===== src/rtl/bp_pkg.sv =====
// Shared types for the branch predictor: PC width, counter encodings and the
// branch target table entry record.
package bp_pkg;

    localparam int PC_W = 16;

    typedef enum logic [1:0] {
        SNT = 2'b00,
        WNT = 2'b01,
        WT  = 2'b10,
        ST  = 2'b11
    } counter_t;

    // Tag holds pc >> IDX_W, so its upper IDX_W bits are always zero.
    typedef struct packed {
        logic            valid;
        logic [PC_W-1:0] tag;
        logic [PC_W-1:0] target;
        counter_t        counter;
    } entry_t;

    function automatic logic [PC_W-1:0] pc_inc(input logic [PC_W-1:0] pc);
        return pc + PC_W'(1);
    endfunction

endpackage


===== src/rtl/bp_sat_counter.sv =====
// Two-bit saturating counter step: moves toward ST on taken, toward SNT on
// not taken, holding at either end.
module bp_sat_counter
    import bp_pkg::*;
(
    input  counter_t cnt,
    input  logic     taken,
    output counter_t next_cnt
);

    always_comb begin
        next_cnt = cnt;
        case (cnt)
            SNT: next_cnt = taken ? WNT : SNT;
            WNT: next_cnt = taken ? WT  : SNT;
            WT:  next_cnt = taken ? ST  : WNT;
            ST:  next_cnt = taken ? ST  : WT;
        endcase
    end

endmodule


===== src/rtl/branch_predictor.sv =====
// Direct-mapped branch target predictor with misprediction recovery.
// The table is built only when BRANCH_PRED_EN is defined; otherwise fetch always predicts pc+1.
module branch_predictor
    import bp_pkg::*;
#(
    parameter int IDX_W = 4
) (
    input  logic            clk,
    input  logic            rst,
    input  logic [PC_W-1:0] pc,
    output logic [PC_W-1:0] prePC,
    output logic            predTaken,
    input  logic            upd_valid,
    input  logic [PC_W-1:0] upd_pc,
    input  logic            upd_taken,
    input  logic [PC_W-1:0] upd_target,
    input  logic            upd_predTaken,
    input  logic [PC_W-1:0] upd_predPC,
    output logic            error,
    output logic [PC_W-1:0] newPC
);

    logic mispredict;

    // A taken branch is also wrong if it went somewhere other than the predicted PC.
    assign mispredict = (upd_taken != upd_predTaken) ||
                        (upd_taken && (upd_predPC != upd_target));
    assign error      = rst && upd_valid && mispredict;
    assign newPC      = upd_taken ? upd_target : pc_inc(upd_pc);

`ifdef BRANCH_PRED_EN

    localparam int ENTRIES = 2 ** IDX_W;

    entry_t          table_q [ENTRIES];
    logic [IDX_W-1:0] look_idx;
    logic [IDX_W-1:0] upd_idx;
    logic [PC_W-1:0] look_tag;
    logic [PC_W-1:0] upd_tag;
    entry_t          look_entry;
    entry_t          upd_entry;
    logic            look_hit;
    logic            upd_hit;
    counter_t        upd_next;

    assign look_idx   = pc[IDX_W-1:0];
    assign upd_idx    = upd_pc[IDX_W-1:0];
    assign look_tag   = pc >> IDX_W;
    assign upd_tag    = upd_pc >> IDX_W;
    assign look_entry = table_q[look_idx];
    assign upd_entry  = table_q[upd_idx];
    assign look_hit   = look_entry.valid && (look_entry.tag == look_tag);
    assign upd_hit    = upd_entry.valid && (upd_entry.tag == upd_tag);

    bp_sat_counter u_sat_counter (
        .cnt      (upd_entry.counter),
        .taken    (upd_taken),
        .next_cnt (upd_next)
    );

    // Lookup reads the registered table, so a same-cycle update is seen only next cycle.
    always_ff @(posedge clk or negedge rst) begin
        if (!rst) begin
            for (int i = 0; i < ENTRIES; i++) begin
                table_q[i] <= '{valid: 1'b0, tag: '0, target: '0, counter: WNT};
            end
        end else if (upd_valid) begin
            if (upd_hit) begin
                table_q[upd_idx].counter <= upd_next;
                if (upd_taken) begin
                    table_q[upd_idx].target <= upd_target;
                end
            end else if (upd_taken) begin
                table_q[upd_idx] <= '{valid: 1'b1, tag: upd_tag, target: upd_target, counter: WT};
            end
        end
    end

    assign predTaken = look_hit && look_entry.counter[1];
    assign prePC     = predTaken ? look_entry.target : pc_inc(pc);

`else

    logic unused_clk;

    assign unused_clk = clk;
    assign predTaken  = 1'b0;
    assign prePC      = pc_inc(pc);

`endif

endmodule


===== config.mk =====
export PLATFORM = sky130hd
export DESIGN_NAME = branch_predictor
export DESIGN_NICKNAME = d
export VERILOG_FILES = /design/src/rtl/bp_pkg.sv /design/src/rtl/bp_sat_counter.sv /design/src/rtl/branch_predictor.sv
export SDC_FILE = /design/constraint.sdc
export NUM_CORES = 1
export LEC_CHECK = 0
export BUFFER_PORTS_ARGS = -buffer_cell sky130_fd_sc_hd__buf_4
export CAP_MARGIN = 20
export CELL_PAD_IN_SITES_DETAIL_PLACEMENT = 0
export CELL_PAD_IN_SITES_GLOBAL_PLACEMENT = 1
export CORE_UTILIZATION = 24
export DETAILED_ROUTE_END_ITERATION = 10
export PLACE_DENSITY_LB_ADDON = 0.1
export SLEW_MARGIN = 20
export SYNTH_ARGS = -nofsm -noshare
export SYNTH_HDL_FRONTEND = slang
export SYNTH_SLANG_ARGS = --single-unit

===== constraint.sdc =====
create_clock -name vclk -period 2.15
set_input_delay 0 -clock vclk [all_inputs]
set_output_delay 0 -clock vclk [all_outputs]
set_load 0.02 [all_outputs]

# After elaboration in Yosys (flattened, before gate mapping)
# Index checks and enable logic that the tools add are counted.
# word_totals
memories	0
in_bits	69
ram_bits	0
out_inout_bits	34
romBits	0
latch_bits	0
ff_bits	0
word_cells	9
# op_classes
addsub	2
bitwise	0
muxes	1
n_lt_le_gt_ge	0
n_eq_ne	2
multipliers	0
reduce_logical	4
shift	0
div	0
# ops
cell	count
adder 16 x 1 -> 16 bit (second input constant)	2
2-to-1 mux 16 bit	1
!= test 16 bit	1
logical AND 1 bit	3
logical OR 1 bit	1
!= test 1 bit	1

# Logic depth before layout (Yosys ltp)
# Gate-level depths: netlist of the first run.
# logic_depth
ltp_word	4
ltp_mapped	5
depth_no_buf	5

# Least setup slack after synthesis of the first run
# No wires, ideal clock.
# synth_timing
path_type	input-to-output
start	in upd_pc[0]
end	out newPC[6]
t_arrival_ns	1.124
required_ns	2.150
n_path_buf	0
cell_stages	5
setup_slack_ns	1.026
path_cell_list	ha_1 > and3_1 > nand3_1 > xor2_1 > o21ai_0
# synth_via
elab_chain_cells	2
# synth_lines
element	line	text
start: declaration	branch_predictor.sv:14	input logic [PC_W-1:0] upd_pc,
adder 16 x 1 -> 16 bit	bp_pkg.sv:23	return pc + PC_W'(1);
2-to-1 mux 16 bit	branch_predictor.sv:29	assign newPC = upd_taken ? upd_target : pc_inc(upd_pc);
end: declaration	branch_predictor.sv:20	output logic [PC_W-1:0] newPC
# No other way between the ends.

# Final worst setup path of the first run
# layout_timing
start	in upd_pc[0]
end	out newPC[14]
# Same word-level chain as after synthesis.

==> impl_metrics.csv, run 1 <==
group,metric,value,unit
hold_path,timing.hold.worst.start,"pc[0]",
worst_setup_path,cp_data_required_time,2.15,ns
route,num_vias,1262,
worst_setup_path,endpoint_kind,"output port",
floorplan,coreArea,3740,sq um
route,drtAntennaViolNets,0,
cells_and_area,area_growth,83.6,%
cts,cts_post_setup_buffers_inserted,0,
timing,worst_hold_slack,0.285,ns
timing,grt_setup_unrepaired,"no",
route,post_drt_via_cell_ratio,4.54,
cells_and_area,antenna_cells_inserted,0,
global_route,grtUsageMet2,26.4,%
global_route,globalRouteMet1Util,19.7,%
synth,postSynthNetCount,205,
worst_setup_path,critical_path_type,"in2out",
global_route,grt_max_degree,33,
global_route,grt.busiest_layer,"met2",
cts,cts-hold-fix-buffers,0,
timing,post-route-min-period,1.28,ns
floorplan,floorplan.rows,22,
timing,setup-tns-final,0,ns
global_route,grt.total_usage,14.6,%
synth,ys_types,27,
placement,port-buffer-count,101,
worst_setup_path,critical_path.max_fanout,4,
global_route,grt_residual_overflow,0,
global_route,first_global_vias,1194,
route,wire_per_inst,11.3,um
floorplan,chipWidth,64.9,um
synth,synthTopCellsByCount,"34 x sky130_fd_sc_hd__xnor2_1, 18 x sky130_fd_sc_hd__nand2_1, 12 x sky130_fd_sc_hd__nand3_1",
hold_path,worstHoldPathType,"in2out",
timing,slew_violations,0,
cells_and_area,clock_buffers,0,
cells_and_area,n_fill_cell,399,
synth,synth.largest_area_cell,"sky130_fd_sc_hd__xnor2_1",
synth,post_synth_inst_count,134,
global_route,global_route_wire_length_before_repair,5.09,mm
cells_and_area,n_sequential_cell,0,
worst_setup_path,worstSetupStartpoint,"upd_pc[0]",
global_route,grt_util_met3,1.06,%
cells_and_area,fin_util,46.6,%
synth,synth_area_per_cell,7.10,sq um
placement,dpl.hpwl,2.81,mm
timing,finalHoldViolCount,0,
synth,synthMostInstantiatedCell,"sky130_fd_sc_hd__xnor2_1",
global_route,antenna_found_initial,0,
cells_and_area,drive_gt1_share,48.3,%
route,initial_drt_markers,37,
synth,yosys-top-cells-area,"sky130_fd_sc_hd__xnor2_1 31%, sky130_fd_sc_hd__xor2_1 8.3%, sky130_fd_sc_hd__nand2_1 7.1%",
power,powerDensity,215,nW/um^2
status,run_status,"complete, no violations",
route,drt_drc_violations_left,0,
route,detail_route.wirelength,3.13,mm
worst_setup_path,crit_path_start_kind,"input pin",
synth,mapped_cell_area,951,sq um
cells_and_area,combined_area_of_the_multi_input_logic_cells,908,sq um
cells_and_area,finish.net_count,303,
timing,period_share,59.3,%
synth,synth-seq-area-share,0,%
cells_and_area,area.sequential,0,sq um
floorplan,io_pins,103,
power,irDropWorstVdd,82.5,uV
synth,yosysWarnings,0,
timing,finalSetupViolations,0,
run,max_cap_violations,0,
floorplan,design.die.area,4220,sq um
timing,max_freq,784,MHz
placement,gp_congestion,0.740,
floorplan,die_height,64.9,um
route,detailedRoute.firstPassIterationCount,4,
synth,post-synth-top-area-fraction,31.3,%
cts,postCtsResizedCells,0,
power,power.leakage,0.793,nW
floorplan,floorplan.initialDensity,25.4,%
hold_path,hold_path_end,"prePC[0]",
worst_setup_path,critical_path_arrival,1.28,ns
hold_path,holdPathStages,3,
power breakdown:
part / internal [W] / total, W / leakage, nW / switching [W]
logic: 0.000195 / 0.000375 / 0.793 / 0.000181
clock network: 0 / 0 / 0 / 0
registers: 0 / 0 / 0 / 0
metrics by stage:
stage	area (sq um)	power, W	instances	setup slack, ns
after global routing	1750	0.000405	278	0.772
after CTS	1750	0.000379	278	0.858
after floorplan	951	0.000167	134	1.03
after global placement	1750	0.000373	278	0.871
final	1750	0.000375	278	0.875
after detailed placement	1750	0.000378	278	0.866
layer usage:
layer | part of all wire, % | vias up
met5 | 0 | -
met4 | 0 | 0
met3 | 7.4 | 0
met2 | 49 | 49
met1 | 44 | 552
li1 | - | 661
final cells by class:
type                       instances  area share [%]
timing repair buffer             101            43.4
multi-input combinational        124            52.0
inverter                           5            1.08
tap                               48            3.44
placed cells by master, fill, tap and decap left out, drive strengths merged, types with 3 or more instances in the layout:
master  instances
inv             5
nand2          18
and3            3
nand3          14
nand4           9
xnor2          34
o21ai          12
buf           101
xor2            9
nor3            5
mux2            3
and4            3
nor4            4
nor2            4
worst max-delay path, cell delays in order:
cell and delay, ns:
sky130_fd_sc_hd__buf_4 0.10, sky130_fd_sc_hd__ha_1 0.23, sky130_fd_sc_hd__nand3_4 0.13, sky130_fd_sc_hd__nor4_4 0.30, sky130_fd_sc_hd__xor2_1 0.10, sky130_fd_sc_hd__mux2_2 0.26, sky130_fd_sc_hd__buf_4 0.16
how the worst max path moves through the flow:
stage	to	slack (ns)	depth (start not counted)
6_report	newPC[14]	0.87	7
5_1_grt	newPC[14]	0.77	7
4_1_cts	newPC[14]	0.86	7
3_5_place_dp	newPC[14]	0.87	7
3_3_place_gp	newPC[14]	0.87	7
2_1_floorplan	newPC[6]	1.03	5
kinds of logic (layout without fill, tap and decap cells):
kind of cell / count (synthesis) / after routing / share of synthesized area [%]
simple gates: 60 / 60 / 40.7
xor+xnor: 43 / 43 / 39.6
compound gates: 15 / 15 / 8.68
buf+inv: 10 / 106 / 4.47
mux: 3 / 3 / 3.55
fa+ha+maj: 2 / 2 / 2.63
other cells: 1 / 1 / 0.394
Note: power is estimated with default switching activity, not from simulation.
==> run 2: changes to the inputs <==
--- a/config.mk
+++ b/config.mk
@@ -5,11 +5,12 @@
 export SDC_FILE = /design/constraint.sdc
 export NUM_CORES = 1
 export LEC_CHECK = 0
+export ABC_AREA = 1
 export BUFFER_PORTS_ARGS = -buffer_cell sky130_fd_sc_hd__buf_4
 export CAP_MARGIN = 20
 export CELL_PAD_IN_SITES_DETAIL_PLACEMENT = 0
 export CELL_PAD_IN_SITES_GLOBAL_PLACEMENT = 1
-export CORE_UTILIZATION = 24
+export CORE_UTILIZATION = 23
 export DETAILED_ROUTE_END_ITERATION = 10
 export PLACE_DENSITY_LB_ADDON = 0.1
 export SLEW_MARGIN = 20
==> constraint.sdc (replaced) <==
create_clock -name vclk -period 1.2
set_input_delay 0 -clock vclk [all_inputs]
set_output_delay 0 -clock vclk [all_outputs]
set_load 0.02 [all_outputs]
==> run 2 against run 1 <==
- via count grew 31%
- utilization shrank 4.0 points
- count of clock-buffer cells in the layout did not move
- area after synthesis up 21%
- first-iteration DRC count is 22% higher
- power rose by 90%
- non-clock buffer count rose by 2
- sequential cell count unchanged
- critical endpoint is now prePC[14]
- highest routed layer is now met4
==> impl_metrics.csv, run 2 <==
group,metric,value,unit
status,run_status,"complete, no violations",
power,powerDensity,351,nW/um^2
route,post_drt_via_cell_ratio,4.14,
floorplan,die_height,72.7,um
worst_setup_path,endpoint_kind,"output port",
route,initial_drt_markers,45,
timing,post-route-min-period,1.11,ns
global_route,grt_residual_overflow,0,
synth,post-synth-top-area-fraction,25.4,%
timing,setup-tns-final,0,ns
cells_and_area,antenna_cells_inserted,0,
cts,cts_post_setup_buffers_inserted,0,
synth,postSynthNetCount,303,
floorplan,chipWidth,72.7,um
synth,yosys-top-cells-area,"sky130_fd_sc_hd__nand2_1 25%, sky130_fd_sc_hd__inv_1 13%, sky130_fd_sc_hd__xor2_1 9.1%",
synth,synth_area_per_cell,4.96,sq um
floorplan,floorplan.initialDensity,24.2,%
placement,port-buffer-count,101,
hold_path,worstHoldPathType,"in2out",
power,irDropWorstVdd,156,uV
synth,mapped_cell_area,1150,sq um
worst_setup_path,critical_path_arrival,1.11,ns
synth,synthTopCellsByCount,"78 x sky130_fd_sc_hd__nand2_1, 41 x sky130_fd_sc_hd__inv_1, 22 x sky130_fd_sc_hd__nor2_1",
cells_and_area,n_fill_cell,578,
floorplan,io_pins,103,
cells_and_area,drive_gt1_share,36.9,%
worst_setup_path,worstSetupStartpoint,"pc[0]",
route,wire_per_inst,9.72,um
floorplan,floorplan.rows,25,
global_route,globalRouteMet1Util,18.3,%
route,drtAntennaViolNets,0,
cells_and_area,mostFrequentLayoutCells,"102 x sky130_fd_sc_hd__buf_4, 77 x sky130_fd_sc_hd__nand2_1, 41 x sky130_fd_sc_hd__inv_1, 21 x sky130_fd_sc_hd__nor2_1, 15 x sky130_fd_sc_hd__nand3_1",
synth,synth.largest_area_cell,"sky130_fd_sc_hd__nand2_1",
synth,synth-seq-area-share,0,%
worst_setup_path,critical_path_type,"in2out",
global_route,global_route_wire_length_before_repair,6.04,mm
route,detailedRoute.firstPassIterationCount,4,
worst_setup_path,cp_data_required_time,1.20,ns
cts,cts-hold-fix-buffers,0,
route,num_vias,1647,
synth,post_synth_inst_count,232,
worst_setup_path,critical_path.max_fanout,3,
placement,dpl.hpwl,3.45,mm
floorplan,coreArea,4750,sq um
global_route,grtUsageMet2,25.3,%
cells_and_area,most_common_cell_after_layout_fill_and_taps_aside,"sky130_fd_sc_hd__buf_4",
synth,ys_types,29,
global_route,grt.total_usage,13.8,%
cells_and_area,clock_buffers,0,
cells_and_area,area.sequential,0,sq um
route,detail_route.wirelength,3.87,mm
global_route,grt.busiest_layer,"met2",
timing,finalHoldViolCount,0,
timing,max_freq,900,MHz
timing,worst_hold_slack,0.277,ns
global_route,grt_max_degree,18,
hold_path,timing.hold.worst.start,"pc[0]",
cells_and_area,n_sequential_cell,0,
synth,yosysWarnings,0,
route,drt_drc_violations_left,0,
cells_and_area,area_growth,76.2,%
timing,grt_setup_unrepaired,"no",
power,power.leakage,1.16,nW
timing,finalSetupViolations,0,
floorplan,design.die.area,5290,sq um
run,max_cap_violations,0,
global_route,grt_util_met3,0.829,%
global_route,antenna_found_initial,0,
placement,gp_congestion,0.781,
synth,synthMostInstantiatedCell,"sky130_fd_sc_hd__nand2_1",
timing,period_share,92.6,%
worst_setup_path,crit_path_start_kind,"input pin",
timing,slew_violations,0,
global_route,first_global_vias,1442,
cells_and_area,finish.net_count,404,
-- run 2: kinds of logic after synthesis --
| group | after synthesis | share of synthesized area, % |
|---|---|---|
| simple gates | 138 | 54.8 |
| buf+inv | 48 | 16.2 |
| compound gates | 23 | 10.7 |
| xor+xnor | 20 | 15.9 |
| fa+ha+maj | 2 | 2.17 |
| other cells | 1 | 0.326 |
-- run 2: power breakdown --
group	internal (W)	switching, W
clock network	0	0
registers	0	0
logic	0.000345	0.000367
-- run 2: final cells by class --
cell class / count / area [sq um] / area share, %
tap: 67 / 83.8 / 4.13
multi-input combinational: 184 / 1000 / 49.4
timing repair buffer: 103 / 777 / 38.3
inverter: 44 / 165 / 8.14
-- run 2: per-layer routing --
layer,wire length [um],share of wire (%),up-vias
met5,0,0,-
met4,40,1.0,0
met3,211,5.5,4
met2,1830,47,49
met1,1790,46,683
li1,-,-,911
-- run 2: what timing repair did --
item                       in CTS  in global routing
hold endpoints to repair        0                  0
gates resized for setup         0                 10
setup endpoints to repair       0                  4
-- run 2: per-stage QoR --
step / instances / area [sq um] / total power [W] / setup WS [ns] / util, %
after floorplan: 232 / 1150 / 0.000322 / 0.118 / -
after global placement: 398 / 1990 / 0.000706 / 0.0510 / 41.8
after detailed placement: 398 / 1990 / 0.000706 / 0.0390 / 41.8
after CTS: 398 / 1990 / 0.000708 / 0.0357 / 41.8
after global routing: 398 / 2030 / 0.000783 / 0.0231 / 42.7
final: 398 / 2030 / 0.000711 / 0.0887 / 42.7
-- run 2: final timing paths --
check	slack, ns	endpoint	depth (start not counted)
worst min-delay path	0.28	prePC[0]	3
worst max-delay path	0.09	prePC[14]	9
-- run 2: worst max-delay path, stage by stage --
cell and delay (ns):
sky130_fd_sc_hd__buf_4 0.10, sky130_fd_sc_hd__ha_1 0.17, sky130_fd_sc_hd__nand2_1 0.09, sky130_fd_sc_hd__nor2_4 0.13, sky130_fd_sc_hd__nand3_4 0.10, sky130_fd_sc_hd__nor2_4 0.14, sky130_fd_sc_hd__nand3_2 0.08, sky130_fd_sc_hd__xor2_1 0.14
sky130_fd_sc_hd__buf_4 0.15
==> run 3: changes to the inputs <==
--- a/config.mk
+++ b/config.mk
@@ -6,12 +6,12 @@
 export NUM_CORES = 1
 export LEC_CHECK = 0
 export ABC_AREA = 1
-export BUFFER_PORTS_ARGS = -buffer_cell sky130_fd_sc_hd__buf_4
 export CAP_MARGIN = 20
 export CELL_PAD_IN_SITES_DETAIL_PLACEMENT = 0
 export CELL_PAD_IN_SITES_GLOBAL_PLACEMENT = 1
-export CORE_UTILIZATION = 23
+export CORE_UTILIZATION = 36
 export DETAILED_ROUTE_END_ITERATION = 10
+export DONT_BUFFER_PORTS = 1
 export PLACE_DENSITY_LB_ADDON = 0.1
 export SLEW_MARGIN = 20
 export SYNTH_ARGS = -nofsm -noshare
==> constraint.sdc (replaced) <==
create_clock -name vclk -period 0.95
set_input_delay 0 -clock vclk [all_inputs]
set_output_delay 0 -clock vclk [all_outputs]
set_load 0.02 [all_outputs]
==> run 3 against run 2 <==
- count of clock-buffer cells in the layout did not move
- non-clock buffer count fell by 72
- cell count fell by 24%
- highest routed layer unchanged
==> impl_metrics.csv, run 3 (synthesized netlist as in run 2, its figures left out) <==
group,metric,value,unit
status,run_status,"complete, no violations",
placement,gp_congestion,0.849,
worst_setup_path,cp_common_cell,"sky130_fd_sc_hd__nand2_4",
global_route,grt_residual_overflow,0,
cts,cts-hold-fix-buffers,0,
hold_path,worstHoldPathType,"in2out",
timing,finalSetupViolations,0,
route,post_drt_via_cell_ratio,4.81,
power,pwr-share-seq,0,%
global_route,grt_util_met3,3.08,%
route,drt_drc_violations_left,0,
cells_and_area,fin_util,51.0,%
power,p_int,0.000247,W
cells_and_area,area_growth,35.2,%
power,total_switching_power,0.000346,W
global_route,grt.busiest_layer,"met2",
cells_and_area,antenna_cells_inserted,0,
route,num_vias,1456,
worst_setup_path,worstPathBufferInverterCount,0,
timing,finalHoldViolCount,0,
cells_and_area,most_common_cell_after_layout_fill_and_taps_aside,"sky130_fd_sc_hd__nand2_1",
power,pwr-share-comb,100.0,%
timing,post-route-min-period,0.906,ns
cells_and_area,final_standard_cell_count_with_taps_included_and_fillers_excluded,303,
global_route,grt.total_usage,17.4,%
timing,grt_setup_unrepaired,"yes",
worst_setup_path,cp_top_family,"simple AND/OR/NAND/NOR gates",
cells_and_area,mostFrequentLayoutCells,"73 x sky130_fd_sc_hd__nand2_1, 40 x sky130_fd_sc_hd__inv_1, 31 x sky130_fd_sc_hd__buf_4, 19 x sky130_fd_sc_hd__nor2_1, 13 x sky130_fd_sc_hd__nand3_1",
floorplan,chipWidth,58.5,um
floorplan,die_height,58.5,um
cells_and_area,clock_buffers,0,
placement,dpl.cell_count,297,
route,wire_per_inst,11.1,um
global_route,grt_max_degree,18,
power,irDropWorstVdd,192,uV
run,max_cap_violations,0,
global_route,global_route_wire_length_before_repair,4.77,mm
worst_setup_path,worstSetupStartpoint,"upd_pc[1]",
floorplan,io_pins,103,
floorplan,floorplan.initialDensity,37.7,%
worst_setup_path,endpoint_kind,"output port",
route,drtAntennaViolNets,0,
placement,port-buffer-count,0,
route,detailedRoute.firstPassIterationCount,4,
timing,slew_violations,0,
power,powerDensity,381,nW/um^2
floorplan,floorplan.rows,20,
worst_setup_path,crit_path_start_kind,"input pin",
worst_setup_path,timing.critical_path.slowest_stage_cell,"sky130_fd_sc_hd__nor2_4",
worst_setup_path,critical_path_type,"in2out",
worst_setup_path,critical_path_arrival,0.91,ns
cells_and_area,area.sequential,0,sq um
hold_path,holdPathStages,1,
hold_path,timing.hold.worst.start,"pc[12]",
worst_setup_path,path_depth,9,
global_route,first_global_vias,1176,
placement,dpl.hpwl,2.91,mm
timing,max_freq,1100,MHz
cells_and_area,finish.net_count,332,
power,p_sw_share,58.3,%
worst_setup_path,cp_data_required_time,0.95,ns
power,power.leakage,0.839,nW
worst_setup_path,critical_path.max_fanout,4,
route,detail_route.wirelength,3.35,mm
cells_and_area,n_sequential_cell,0,
global_route,antenna_found_initial,0,
route,initial_drt_markers,69,
floorplan,design.die.area,3430,sq um
global_route,globalRouteMet1Util,21.7,%
timing,setup-tns-final,0,ns
worst_setup_path,slowest_delay,0.15,ns
cells_and_area,n_fill_cell,357,
worst_setup_path,crit_chain,"ha_4 > nand2_4 > nor2_4 > nand2_4 > nor2_4 > nand3_2 > nand2_1 > nand3_2 > nand2_4",
floorplan,coreArea,3050,sq um
global_route,grtUsageMet2,32.3,%
cells_and_area,drive_gt1_share,24.7,%
timing,worst_hold_slack,0.0673,ns
timing,period_share,95.4,%
power,clock_power_share,0,%
run 3: changes by cell type in the layout (fill, tap and decap cells not counted), moves of 2 or more:
cell                      delta
sky130_fd_sc_hd__buf_4      -71
sky130_fd_sc_hd__nand2_1     -4
sky130_fd_sc_hd__o21ai_0     -4
sky130_fd_sc_hd__nand2_4     +3
sky130_fd_sc_hd__nor2_2      +3
sky130_fd_sc_hd__o21ai_1     +3
sky130_fd_sc_hd__nand3_1     -2
sky130_fd_sc_hd__nor2_1      -2
sky130_fd_sc_hd__xor2_1      -2
run 3: stage by stage:
step | cell area, sq um | worst slack (ns) | power, W
after CTS | 1450 | -0.0119 | 0.000566
final | 1560 | 0.0441 | 0.000593
after floorplan | 1170 | -0.0574 | 0.000412
after global placement | 1390 | -0.0242 | 0.000546
after detailed placement | 1390 | -0.0600 | 0.000549
after global routing | 1560 | -0.0505 | 0.000651
run 3: power groups by stage:
stage,logic [W],clock network (W),registers [W]
after global placement,0.000546,0,0
after CTS,0.000566,0,0
final,0.000593,0,0
after floorplan,0.000412,0,0
after detailed placement,0.000549,0,0
after global routing,0.000651,0,0
run 3: layer usage:
metal  wire length [um]  part of all wire [%]
met1               1390                    41
met2               1640                    49
met3                299                   8.9
met4                 19                  0.57
met5                  0                     0
run 3: path summary, 6_finish.rpt:
| check | to | slack [ns] |
|---|---|---|
| worst min-delay path | prePC[12] | 0.07 |
| worst max-delay path | newPC[14] | 0.04 |
run 3: cell type report:
class | count | area, sq um | area share, %
inverters | 44 | 165 | 10.6
multi-input cells | 184 | 1100 | 70.9
well taps | 44 | 55.1 | 3.54
repair buffers | 31 | 233 | 15.0
run 3: timing repair:
item,4_1_cts,5_1_grt
endpoints found under the setup margin,4,10
buffers inserted,2,4
pin swaps,7,13
cloned,0,0
gates resized for setup,8,20
